==> src/rtl/sram_arbiter.sv <==
// Round-robin arbiter sharing one multi-cycle SRAM controller between two word requesters.
// One transaction at a time: IDLE -> BUSY (until mem_ready) -> DONE (ready pulse) -> IDLE.
module sram_arbiter #(
    parameter int ADDR_W = 32,
    parameter int DATA_W = 32
) (
    input  logic              clk,
    input  logic              rst,
    input  logic              p0_W_EN,
    input  logic              p0_R_EN,
    input  logic [ADDR_W-1:0] p0_address,
    input  logic [DATA_W-1:0] p0_data_in,
    output logic [DATA_W-1:0] p0_data_out,
    output logic              p0_ready,
    input  logic              p1_W_EN,
    input  logic              p1_R_EN,
    input  logic [ADDR_W-1:0] p1_address,
    input  logic [DATA_W-1:0] p1_data_in,
    output logic [DATA_W-1:0] p1_data_out,
    output logic              p1_ready,
    output logic              mem_W_EN,
    output logic              mem_R_EN,
    output logic [ADDR_W-1:0] mem_address,
    output logic [DATA_W-1:0] mem_data_in,
    input  logic [DATA_W-1:0] mem_data_out,
    input  logic              mem_ready,
    output logic              grant,
    output logic              busy,
    output logic [1:0]        dbg_state
);

    // Port handshake: a port holds W_EN/R_EN (plus address/data) until it sees its
    // one-cycle ready; ready always pulses once per granted transaction, even if the
    // request was dropped mid-access.
    typedef enum logic [1:0] {
        IDLE = 2'd0,
        BUSY = 2'd1,
        DONE = 2'd2
    } state_t;

    state_t            state;
    logic              lat_we;
    logic              lat_re;
    logic [ADDR_W-1:0] lat_addr;
    logic [DATA_W-1:0] lat_data;
    logic              last_win;
    logic              p0_req;
    logic              p1_req;
    logic              win;

    assign p0_req = p0_W_EN | p0_R_EN;
    assign p1_req = p1_W_EN | p1_R_EN;

    // On a tie the port that lost last time goes next.
    always_comb begin
        win = 1'b0;
        if (p0_req && p1_req) win = ~last_win;
        else                  win = p1_req;
    end

    always_ff @(posedge clk) begin
        if (rst) begin
            state       <= IDLE;
            lat_we      <= 1'b0;
            lat_re      <= 1'b0;
            lat_addr    <= '0;
            lat_data    <= '0;
            grant       <= 1'b0;
            last_win    <= 1'b1;
            p0_data_out <= '0;
            p1_data_out <= '0;
        end else begin
            case (state)
                IDLE: begin
                    if (p0_req || p1_req) begin
                        state    <= BUSY;
                        grant    <= win;
                        last_win <= win;
                        // Write takes precedence when both enables are set.
                        lat_we   <= win ? p1_W_EN : p0_W_EN;
                        lat_re   <= win ? (p1_R_EN & ~p1_W_EN) : (p0_R_EN & ~p0_W_EN);
                        lat_addr <= win ? p1_address : p0_address;
                        lat_data <= win ? p1_data_in : p0_data_in;
                    end
                end
                BUSY: begin
                    if (mem_ready) begin
                        state <= DONE;
                        if (lat_re) begin
                            if (grant) p1_data_out <= mem_data_out;
                            else       p0_data_out <= mem_data_out;
                        end
                    end
                end
                default: state <= IDLE;
            endcase
        end
    end

    // DONE drops both enables so the controller sees an idle cycle after completion.
    assign mem_W_EN    = (state == BUSY) & lat_we;
    assign mem_R_EN    = (state == BUSY) & lat_re;
    assign mem_address = lat_addr;
    assign mem_data_in = lat_data;
    assign p0_ready    = (state == DONE) & ~grant;
    assign p1_ready    = (state == DONE) & grant;
    assign busy        = (state != IDLE);
    assign dbg_state   = state;

endmodule

==> config.mk <==
export PLATFORM = sky130hd
export DESIGN_NAME = sram_arbiter
export DESIGN_NICKNAME = d
export VERILOG_FILES = /design/src/rtl/sram_arbiter.sv
export SDC_FILE = /design/constraint.sdc
export NUM_CORES = 1
export LEC_CHECK = 0
export ABC_AREA = 0
export BUFFER_PORTS_ARGS = -buffer_cell sky130_fd_sc_hd__buf_2
export CAP_MARGIN = 20
export CORE_AREA = 2 2 119 121
export CTS_BUF_LIST = sky130_fd_sc_hd__clkbuf_4 sky130_fd_sc_hd__clkbuf_8 sky130_fd_sc_hd__clkbuf_16
export DETAILED_ROUTE_END_ITERATION = 12
export DIE_AREA = 0 0 121 123
export GPL_ROUTABILITY_DRIVEN = 0
export PLACE_DENSITY = 0.82
export SYNTH_ARGS = -nofsm -noshare
export SYNTH_HDL_FRONTEND = slang
export SYNTH_SLANG_ARGS = --single-unit
==> constraint.sdc <==
create_clock -name clk -period 1.7 [get_ports clk]
set_input_delay 0.17 -clock clk [delete_from_list [all_inputs] [get_ports clk]]
set_output_delay 0.17 -clock clk [all_outputs]
set_load 0.01 [all_outputs]
==> flow_metrics.env <==
export IMPL_p_per_area_nw_per_um2=1050
export IMPL_critical_path_class="reg -> out"
export IMPL_finalSetupTns_ns=0
export IMPL_cts_sinks=134
export IMPL_antenna_found_initial=3
export IMPL_drtAntennaViolNets=0
export IMPL_hold_viol_final=0
export IMPL_synth_simple_area_share=0.165
export IMPL_numPortBuffers=302
export IMPL_insertion_delay_ns=0.43
export IMPL_dpl_worst_slack_ns=0.0924
export IMPL_synth_area_per_cell_um2=7.70
export IMPL_vdd_ir_drop_max_mv=0.637
export IMPL_fp_dieH_um=123
export IMPL_cp_buffers_inverters=1
export IMPL_h_tree_depth=4
export IMPL_slowest_stage="dfxtp_1"
export IMPL_critical_path_max_stage_delay_ns=0.41
export IMPL_critPathLaunchType="register"
export IMPL_synth_xor_area_frac=0
export IMPL_final_core_util=0.607
export IMPL_die_width_um=121
export IMPL_place_area_um2=6870
export IMPL_path_cells="and2b_2 > and2_1 > buf_2"
export IMPL_final_common_cell="buf_2"
export IMPL_synth_compound_area_frac=0.260
export IMPL_cts_buffer_depth=2
export IMPL_arrival_ns=1.43
export IMPL_async_flop_share=0
export IMPL_required_ns=1.53
export IMPL_track_usage=0.262
export IMPL_gr_total_overflow=0
export IMPL_drt_total_wl_um=20100
export IMPL_cts_tree="yes"
export IMPL_combPwrFrac=0.186
export IMPL_switching_share=0.279
export IMPL_relSlewSlack=0.522
export IMPL_synth_seq_cells=134
export IMPL_rsz0062_at_grt="false"
export IMPL_grt_pass1_vias=6223
export IMPL_period_needed_ns=1.60
export IMPL_p_switching_mw=2.42
export IMPL_total_power_mw=8.69
export IMPL_intPower_mw=6.27
export IMPL_core_um2=13600
export IMPL_hold_class="in -> reg"
export IMPL_fin_ws_ns=0.0964
export IMPL_fin_area_um2=8270
export IMPL_synth_top_family_by_area="compound AO/OA/AOI/OAI gates"
export IMPL_num_vias=6370
export IMPL_outcome="finished, final reports clean"
export IMPL_final_setup_viol_count=0
export IMPL_regArea_um2=2680
export IMPL_cts_root_buf="clkbuf_16"
export IMPL_core_rowCount=43
export IMPL_drt_pass1_iterations=8
export IMPL_syn_nets=839
export IMPL_p_leak_nw=3.88
export IMPL_drive_gt1_frac=0.340
export IMPL_slew_violations=0
export IMPL_syn_to_final_growth_pct=59.6
export IMPL_drcViolationCount=0
export IMPL_numCtsBuffers=17
export IMPL_synthFlopType="dfxtp_1"
export IMPL_initial_core_util=0.380
export IMPL_final_cell_mix="buf_2 (302), nand2_1 (196), a21oi_1 (194), dfxtp_1 (134), dlygate4sd3_1 (81)"
export IMPL_cp_top_family="simple AND/OR/NAND/NOR gates"
export IMPL_post_dp_hpwl_um=12300
export IMPL_worstSetupEndpointType="output port"
export IMPL_synthAdderAreaFrac=0
export IMPL_clockPowerShare=0.411
export IMPL_clkTransAtPathRegs_ns=0.06
export IMPL_syn_inst=672
export IMPL_finClkSkew_ns=0.0165
export IMPL_synth_seq_area_share=0.518
export IMPL_synth_edf_count=0
export IMPL_worstMarginPinSlew_ns=0.717
export IMPL_synth_cell_type_count=28
export IMPL_synth_area_mux_share=0
export IMPL_multi_input_area_um2=2220
export IMPL_viasPerCell=5.18
export IMPL_grt_pass1_wl_um=30200
export IMPL_die_area_um2=14900
export IMPL_period_share=0.943
export IMPL_cap_violations=0
export IMPL_synth_area_um2=5180
export IMPL_synth_warnings=0
export IMPL_fillers=1116
export IMPL_crit_path_max_fanout=8
export IMPL_post_cts_setup_buffers=0
export IMPL_io_pins=303
export IMPL_wl_per_cell_um=16.4
export IMPL_max_freq_ghz=0.624
export IMPL_layout_nets=1200
export IMPL_grt_max_degree=71
export IMPL_p_seq_frac=0.403
export IMPL_drt_iter0_drc=503
[path summary, 6_finish.rpt]
kind | from | endpoint | slack (ns) | depth (start not counted)
max | dbg_state[1] | mem_W_EN | 0.1 | 3
min | p0_data_in[14] | mem_data_in[14] | 0.01 | 3
max reg2reg | dbg_state[1] | p1_data_out[26] | 0.18 | 5
min reg2reg | p0_data_out[21] | p0_data_out[21] | 0.45 | 2
[power by group through the flow]
stage	Sequential [mW]	Combinational [mW]	Clock, mW
2_1_floorplan	3.65	0.648	0
3_3_place_gp	3.55	1.40	0
3_5_place_dp	3.55	1.42	0
4_1_cts	3.49	1.56	3.63
5_1_grt	3.52	1.75	3.77
6_report	3.50	1.61	3.57
[synth_stat cells, types with 2 or more instances]
| cell type | n | share of area |
|---|---|---|
| a211oi_1 | 2 | 0.0029 |
| a21oi_1 | 194 | 0.19 |
| and2_1 | 2 | 0.0024 |
| buf_1 | 2 | 0.0015 |
| buf_2 | 21 | 0.020 |
| buf_4 | 8 | 0.012 |
| buf_6 | 2 | 0.0043 |
| clkbuf_1 | 24 | 0.017 |
| dfxtp_1 | 134 | 0.52 |
| inv_1 | 3 | 0.0022 |
| nand2_1 | 196 | 0.14 |
| nand2b_1 | 2 | 0.0024 |
| nor2_1 | 3 | 0.0022 |
| o21ai_0 | 65 | 0.063 |
[routing by layer]
| layer | up-vias | share of wire | track usage |
|---|---|---|---|
| met5 | - | 0 | 0 |
| met4 | 0 | 0.044 | 0.158 |
| met3 | 80 | 0.10 | 0.100 |
| met2 | 393 | 0.47 | 0.427 |
| met1 | 2901 | 0.38 | 0.290 |
| li1 | 2996 | - | - |
[worst reg2reg max path: stages (launching register included)]
cell and delay [ns]:
dfxtp_1 0.41, and2b_2 0.29, nand4_1 0.10, buf_4 0.35, nand2_1 0.12, a21oi_1 0.17
[state kept, by name, summed over array words and instances, names as in the netlist]
register and flops:
lat_re 1, lat_we 1, mem_data_in 32, grant 1, mem_address 32, dbg_state 2, p0_data_out 32, last_win 1
p1_data_out 32
[area by class of cell]
class,count,area share
multi-input cells,478,0.269
clock buffers,19,0.0533
flip-flops and latches,134,0.325
well taps,180,0.0272
inverters,3,0.00136
repair buffers,399,0.308
diodes,4,0.00121
clock inverters,13,0.0162
[metrics by stage]
stage / std cells / hold WS (ns)
final: 1230 / 0.0135
after floorplan: 672 / 0.304
after detailed placement: 1113 / 0.415
after global routing: 1228 / 0.0111
after CTS: 1225 / 0.0000923
after global placement: 1113 / 0.411
[cells by family after synthesis]
kind of cell	after synthesis
AOI/OAI and AO/OA	265
and+or+nand+nor	213
DFF	134
buffers and inverters	60
[timing repair]
action                                  CTS  global route
endpoints found under the setup margin    0             2
endpoints found under the hold margin    96             1
gates resized for setup                   0             1
hold buffers                             80             1
Note: power is estimated with default switching activity, not from simulation.
